## src/rtl/ssd_pkg.sv

```systemverilog
// Shared constants for the seven-segment scanner.
// Hex-to-segment table (active-low a..g) and blank pattern.
package ssd_pkg;

  localparam logic [15:0][6:0] HEX_SEG = {
    7'b0111000,
    7'b0110000,
    7'b1000010,
    7'b0110001,
    7'b1100000,
    7'b0001000,
    7'b0000100,
    7'b0000000,
    7'b0001111,
    7'b0100000,
    7'b0100100,
    7'b1001100,
    7'b0000110,
    7'b0010010,
    7'b1001111,
    7'b0000001
  };

  localparam logic [6:0] SEG_BLANK = 7'b1111111;
  localparam logic [3:0] AN_OFF    = 4'b1111;
  localparam logic [3:0] AN_DIG0   = 4'b1110;

endpackage

```

## src/rtl/ssd_scan_hex7seg.sv

```systemverilog
// Combinational hex digit to active-low segment decoder.
// Pure table lookup into the shared package.
module hex7seg
  import ssd_pkg::*;
(
  input  logic [3:0] hex,
  output logic [6:0] seg
);

  assign seg = HEX_SEG[hex];

endmodule

```

## src/rtl/ssd_scan.sv

```systemverilog
// Four-digit multiplexed seven-segment scanner with per-frame snapshot.
// Define SSD_LEADING_ZERO_BLANK_EN to blank leading-zero digits 3..1.
module ssd_scan
  import ssd_pkg::*;
#(
  parameter int REFRESH_DIV = 100000
) (
  input  logic        clock,
  input  logic        reset,
  input  logic [31:0] value_in,
  input  logic        half_sel,
  output logic [3:0]  an,
  output logic [6:0]  seg,
  output logic        frame_done
);

  localparam int CW = $clog2(REFRESH_DIV);
  localparam logic [CW-1:0] CNT_MAX = CW'(REFRESH_DIV - 1);

  logic [CW-1:0] cnt;
  logic [1:0]    idx;
  logic [15:0]   snap;
  logic          wrap_d;
  logic          tick;
  logic          wrap;
  logic [3:0]    nib;
  logic [6:0]    hex_seg;
  logic          blank;
  logic [3:0]    an_nxt;
  logic [6:0]    seg_nxt;

  assign tick = (cnt == CNT_MAX);
  assign wrap = tick & (idx == 2'd3);
  assign nib  = snap[{idx, 2'b00} +: 4];

  hex7seg u_dec (
    .hex (nib),
    .seg (hex_seg)
  );

`ifdef SSD_LEADING_ZERO_BLANK_EN
  always_comb begin
    blank = 1'b0;
    unique case (idx)
      2'd3:    blank = (snap[15:12] == 4'h0);
      2'd2:    blank = (snap[15:8] == 8'h00);
      2'd1:    blank = (snap[15:4] == 12'h000);
      default: blank = 1'b0;
    endcase
  end
`else
  assign blank = 1'b0;
`endif

  assign an_nxt  = blank ? AN_OFF : ~(4'b0001 << idx);
  assign seg_nxt = blank ? SEG_BLANK : hex_seg;

  // Outputs lag the index/snapshot by one cycle; frame_done aligns with digit 0
  always_ff @(posedge clock) begin
    if (reset) begin
      cnt        <= '0;
      idx        <= 2'd0;
      snap       <= 16'h0000;
      wrap_d     <= 1'b0;
      an         <= AN_DIG0;
      seg        <= HEX_SEG[0];
      frame_done <= 1'b0;
    end else begin
      cnt <= tick ? '0 : cnt + 1'b1;
      if (tick)
        idx <= idx + 2'd1;
      if (wrap)
        snap <= half_sel ? value_in[31:16] : value_in[15:0];
      wrap_d     <= wrap;
      an         <= an_nxt;
      seg        <= seg_nxt;
      frame_done <= wrap_d;
    end
  end

endmodule

```

## config.mk

```make
export PLATFORM = sky130hd
export DESIGN_NAME = ssd_scan
export DESIGN_NICKNAME = d
export VERILOG_FILES = /design/src/rtl/ssd_pkg.sv /design/src/rtl/ssd_scan_hex7seg.sv /design/src/rtl/ssd_scan.sv
export SDC_FILE = /design/constraint.sdc
export NUM_CORES = 1
export LEC_CHECK = 0
export BUFFER_PORTS_ARGS = -buffer_cell sky130_fd_sc_hd__buf_4
export CAP_MARGIN = 20
export CORE_MARGIN = 5
export CORE_UTILIZATION = 40
export DETAILED_ROUTE_END_ITERATION = 10
export GPL_ROUTABILITY_DRIVEN = 0
export SLEW_MARGIN = 30
export SYNTH_ARGS = -nofsm -noshare
export SYNTH_HDL_FRONTEND = slang
export SYNTH_SLANG_ARGS = --single-unit
```

## constraint.sdc

```tcl
create_clock -name clock -period 2.3 [get_ports clock]
set_input_delay 0.23 -clock clock [delete_from_list [all_inputs] [get_ports clock]]
set_output_delay 0.23 -clock clock [all_outputs]
set_load 0.01 [all_outputs]
```

==> metrics <==
Tcrit/Tclk final=0.839; Layout Nets=approximately 340; initial cell density of the core=0.404; outcome=finished, final reports clean; CTS H-tree lvls=2; Detailed Route WL=4.94 mm; synth top area cells=dfxtp_1, mux2_2, ha_1; hold crit path type=in2reg; worst path required time=roughly 2500 ps; hold-fix buffers at CTS=0; Resized cells post-CTS=0; DR pass1 iterations=4; met2 Use GR=0.216; Num CTS Buffers=5; r2r endpoint=seg[3]; CTS tree=yes; CP Capture Type=flop; Residual DRC=0; initial antenna violation count=0; RSZ-0062 raised after global routing=no; top cell type's share of synthesized area=0.409; commonest non-fill, non-tap cell in the layout=buf_4; worst path arrival time=roughly 2200 ps; fill count=582; Static Leak=between 0.001 and 0.0015 µW; total power=roughly 1500 µW; GRT overflow=0; Port-buffer cells=46; sequential share of the synthesized area=0.409; worst r2r src=idx[0]; row cnt=28; Worst path slowest cell=mux4_2; setup violators final=0; Pwr Density=between 500 and 600 nW/µm²; Max Freq=approximately 0.52 GHz; most frequent cells in the layout=buf_4, dfxtp_1, a21oi_1, nor2_1, nand3_1; detailed-route via count=between 1500 and 2000; Cell Count, Final, Fillers Out=approximately 370; worst slew pin tran=about 630 ps; placeable core area=about 5800 µm²; Worst Setup Start Kind=flop; IO Count=47; Crit Path Class=reg2reg; leading area contributor after synthesis=dfxtp_1; met3 Use GR=0.0371; met1 Track Usage GR=0.188; largest net degree at the start of global routing=32; min cycle time layout=1930 ps; clock sink count=48; Max-cap violations=0; cell breakdown of the critical path=mux4_2 -> inv_1 -> ha_1 -> nor2_1 -> a21oi_1 -> a211oi_1; Synthesis Warnings=0; Syn Nets=slightly above 300; GRT Total Usage=0.138; Post-CTS Setup Inserts=0; clk_lat worst skew=around 300 ps; Avg Inst Size Synth=a little over 9 µm²; post-synth cell types=33; ANT cells=0; cell depth of the worst flop-to-flop path=6; CP endpoint=seg[3]; Most Crowded Layer GR=met2; crit path launch=idx[0]; DRT antenna net count=0; Mapped Cells=about 260; root buffer cell=clkbuf_8; Iter 0 DRT Violations=119; area grow syn2layout=21.3%; R2R setup slack=~370 ps; die area=between 7000 and 8000 µm²; Post-Syn Area=~2300 µm²; die height=approximately 87 µm; post-route setup TNS=0 ps; Horiz. Die Dim=86.6 µm; Worst-path clk slew=~90 ps; Crit path largest cell delay=600 ps; wire per inst=about 13 µm; Final Hold Fails=0; Crit Path Max Fanout=6; pins over their slew limit=0; flops & latches, synth=48; Clock Tree Buf Depth=2; ratio of cells with drive above 1 in the final layout=0.291; Worst slew margin=0.580; post-DP HPWL=roughly 3.5 mm; Via density=5.04; first-pass GRT wire length=about 8.4 mm; vias in the first global route=around 1800; Peak VDD IR=between 0.0002 and 0.00025 V; Worst Skew=approximately 5.8 ps; DP Cell Count=~370
## area by class of cell
cell class | instances | area, µm² | area share
Multi-Input combinational cell | 184 | 1290 | 0.452
Sequential cell | 48 | 961 | 0.337
Timing Repair Buffer | 50 | 375 | 0.132
Tap cell | 75 | 93.8 | 0.0330
Clock buffer | 6 | 82.6 | 0.0290
Inverter | 9 | 33.8 | 0.0119
Clock inverter | 2 | 15.0 | 0.00527
## power by group
part	leakage, µW	internal, µW	switching [µW]
Sequential	0.000387	835	4.54
Clock	0.0000434	244	289
Combinational	0.000593	61.3	33.7
Total	0.00102	1140	328
## critical path: cells and delay by family (launching register included)
family / cells / cell delay [ps]
and+or+nand+nor: 1 / 160
muxes: 1 / 600
buffers and inverters: 1 / 160
AOI/OAI and AO/OA: 2 / 280
DFF: 1 / 410
adders and majority gates: 1 / 250
## per-layer routing
layer,part of all wire,routed length [µm],vias up
met1,0.51,2510,857
li1,-,-,990
met4,0.012,60,0
met5,0,0,-
met2,0.44,2160,30
met3,0.043,211,7
## kinds of logic (layout without fill, tap and decap cells)
kind of cell | after synthesis | after routing | synth area share
adders and majority gates | 11 | 11 | 0.0586
buffers and inverters | 25 | 67 | 0.0432
AOI/OAI and AO/OA | 52 | 52 | 0.117
muxes | 22 | 22 | 0.124
and+or+nand+nor | 87 | 87 | 0.203
xor gates and xnor gates | 12 | 12 | 0.0448
DFF | 48 | 48 | 0.409
## synth_stat cells (all sizes together)
| library cell | n |
|---|---|
| a211oi | 2 |
| a21oi | 25 |
| a2bb2oi | 1 |
| a31oi | 2 |
| and4 | 3 |
| and4b | 1 |
| and4bb | 1 |
| buf | 6 |
| clkbuf | 10 |
| dfxtp | 48 |
| ha | 11 |
| inv | 9 |
| mux2 | 17 |
| mux2i | 1 |
| mux4 | 4 |
| nand2 | 9 |
| nand2b | 6 |
| nand3 | 24 |
| nand3b | 3 |
| nand4 | 3 |
| nor2 | 23 |
| nor2b | 2 |
| nor3 | 3 |
| nor4 | 2 |
| o21ai | 21 |
| o22a | 1 |
| or3 | 4 |
| or4 | 3 |
| xnor2 | 8 |
| xor2 | 4 |
## stage by stage
| stage | worst slack (ps) | area, µm² | utilization | hold WS [ps] |
|---|---|---|---|---|
| floorplan | 382 | 2350 | - | 355 |
| global placement | 450 | 2750 | 0.473 | 422 |
| detailed placement | 382 | 2750 | 0.473 | 426 |
| CTS | 367 | 2850 | 0.490 | 297 |
| global route | 240 | 2850 | 0.490 | 303 |
| finish | 371 | 2850 | 0.490 | 306 |
## how the worst min path moves through the flow
stage / from / to / slack, ps / cells past startpoint
final: reset / seg[1] / 310 / 2
after global routing: reset / an[0] / 300 / 2
after CTS: reset / seg[1] / 300 / 2
after detailed placement: wrap_d / frame_done / 430 / 1
after global placement: wrap_d / frame_done / 420 / 1
after floorplan: reset / an[3] / 360 / 1
## flip-flops by register name (all words and copies together), names as in the netlist
register / count
idx: 2
an: 4
cnt: 17
snap: 16
frame_done: 1
wrap_d: 1
seg: 7
Note: power is estimated with default switching activity, not from simulation.
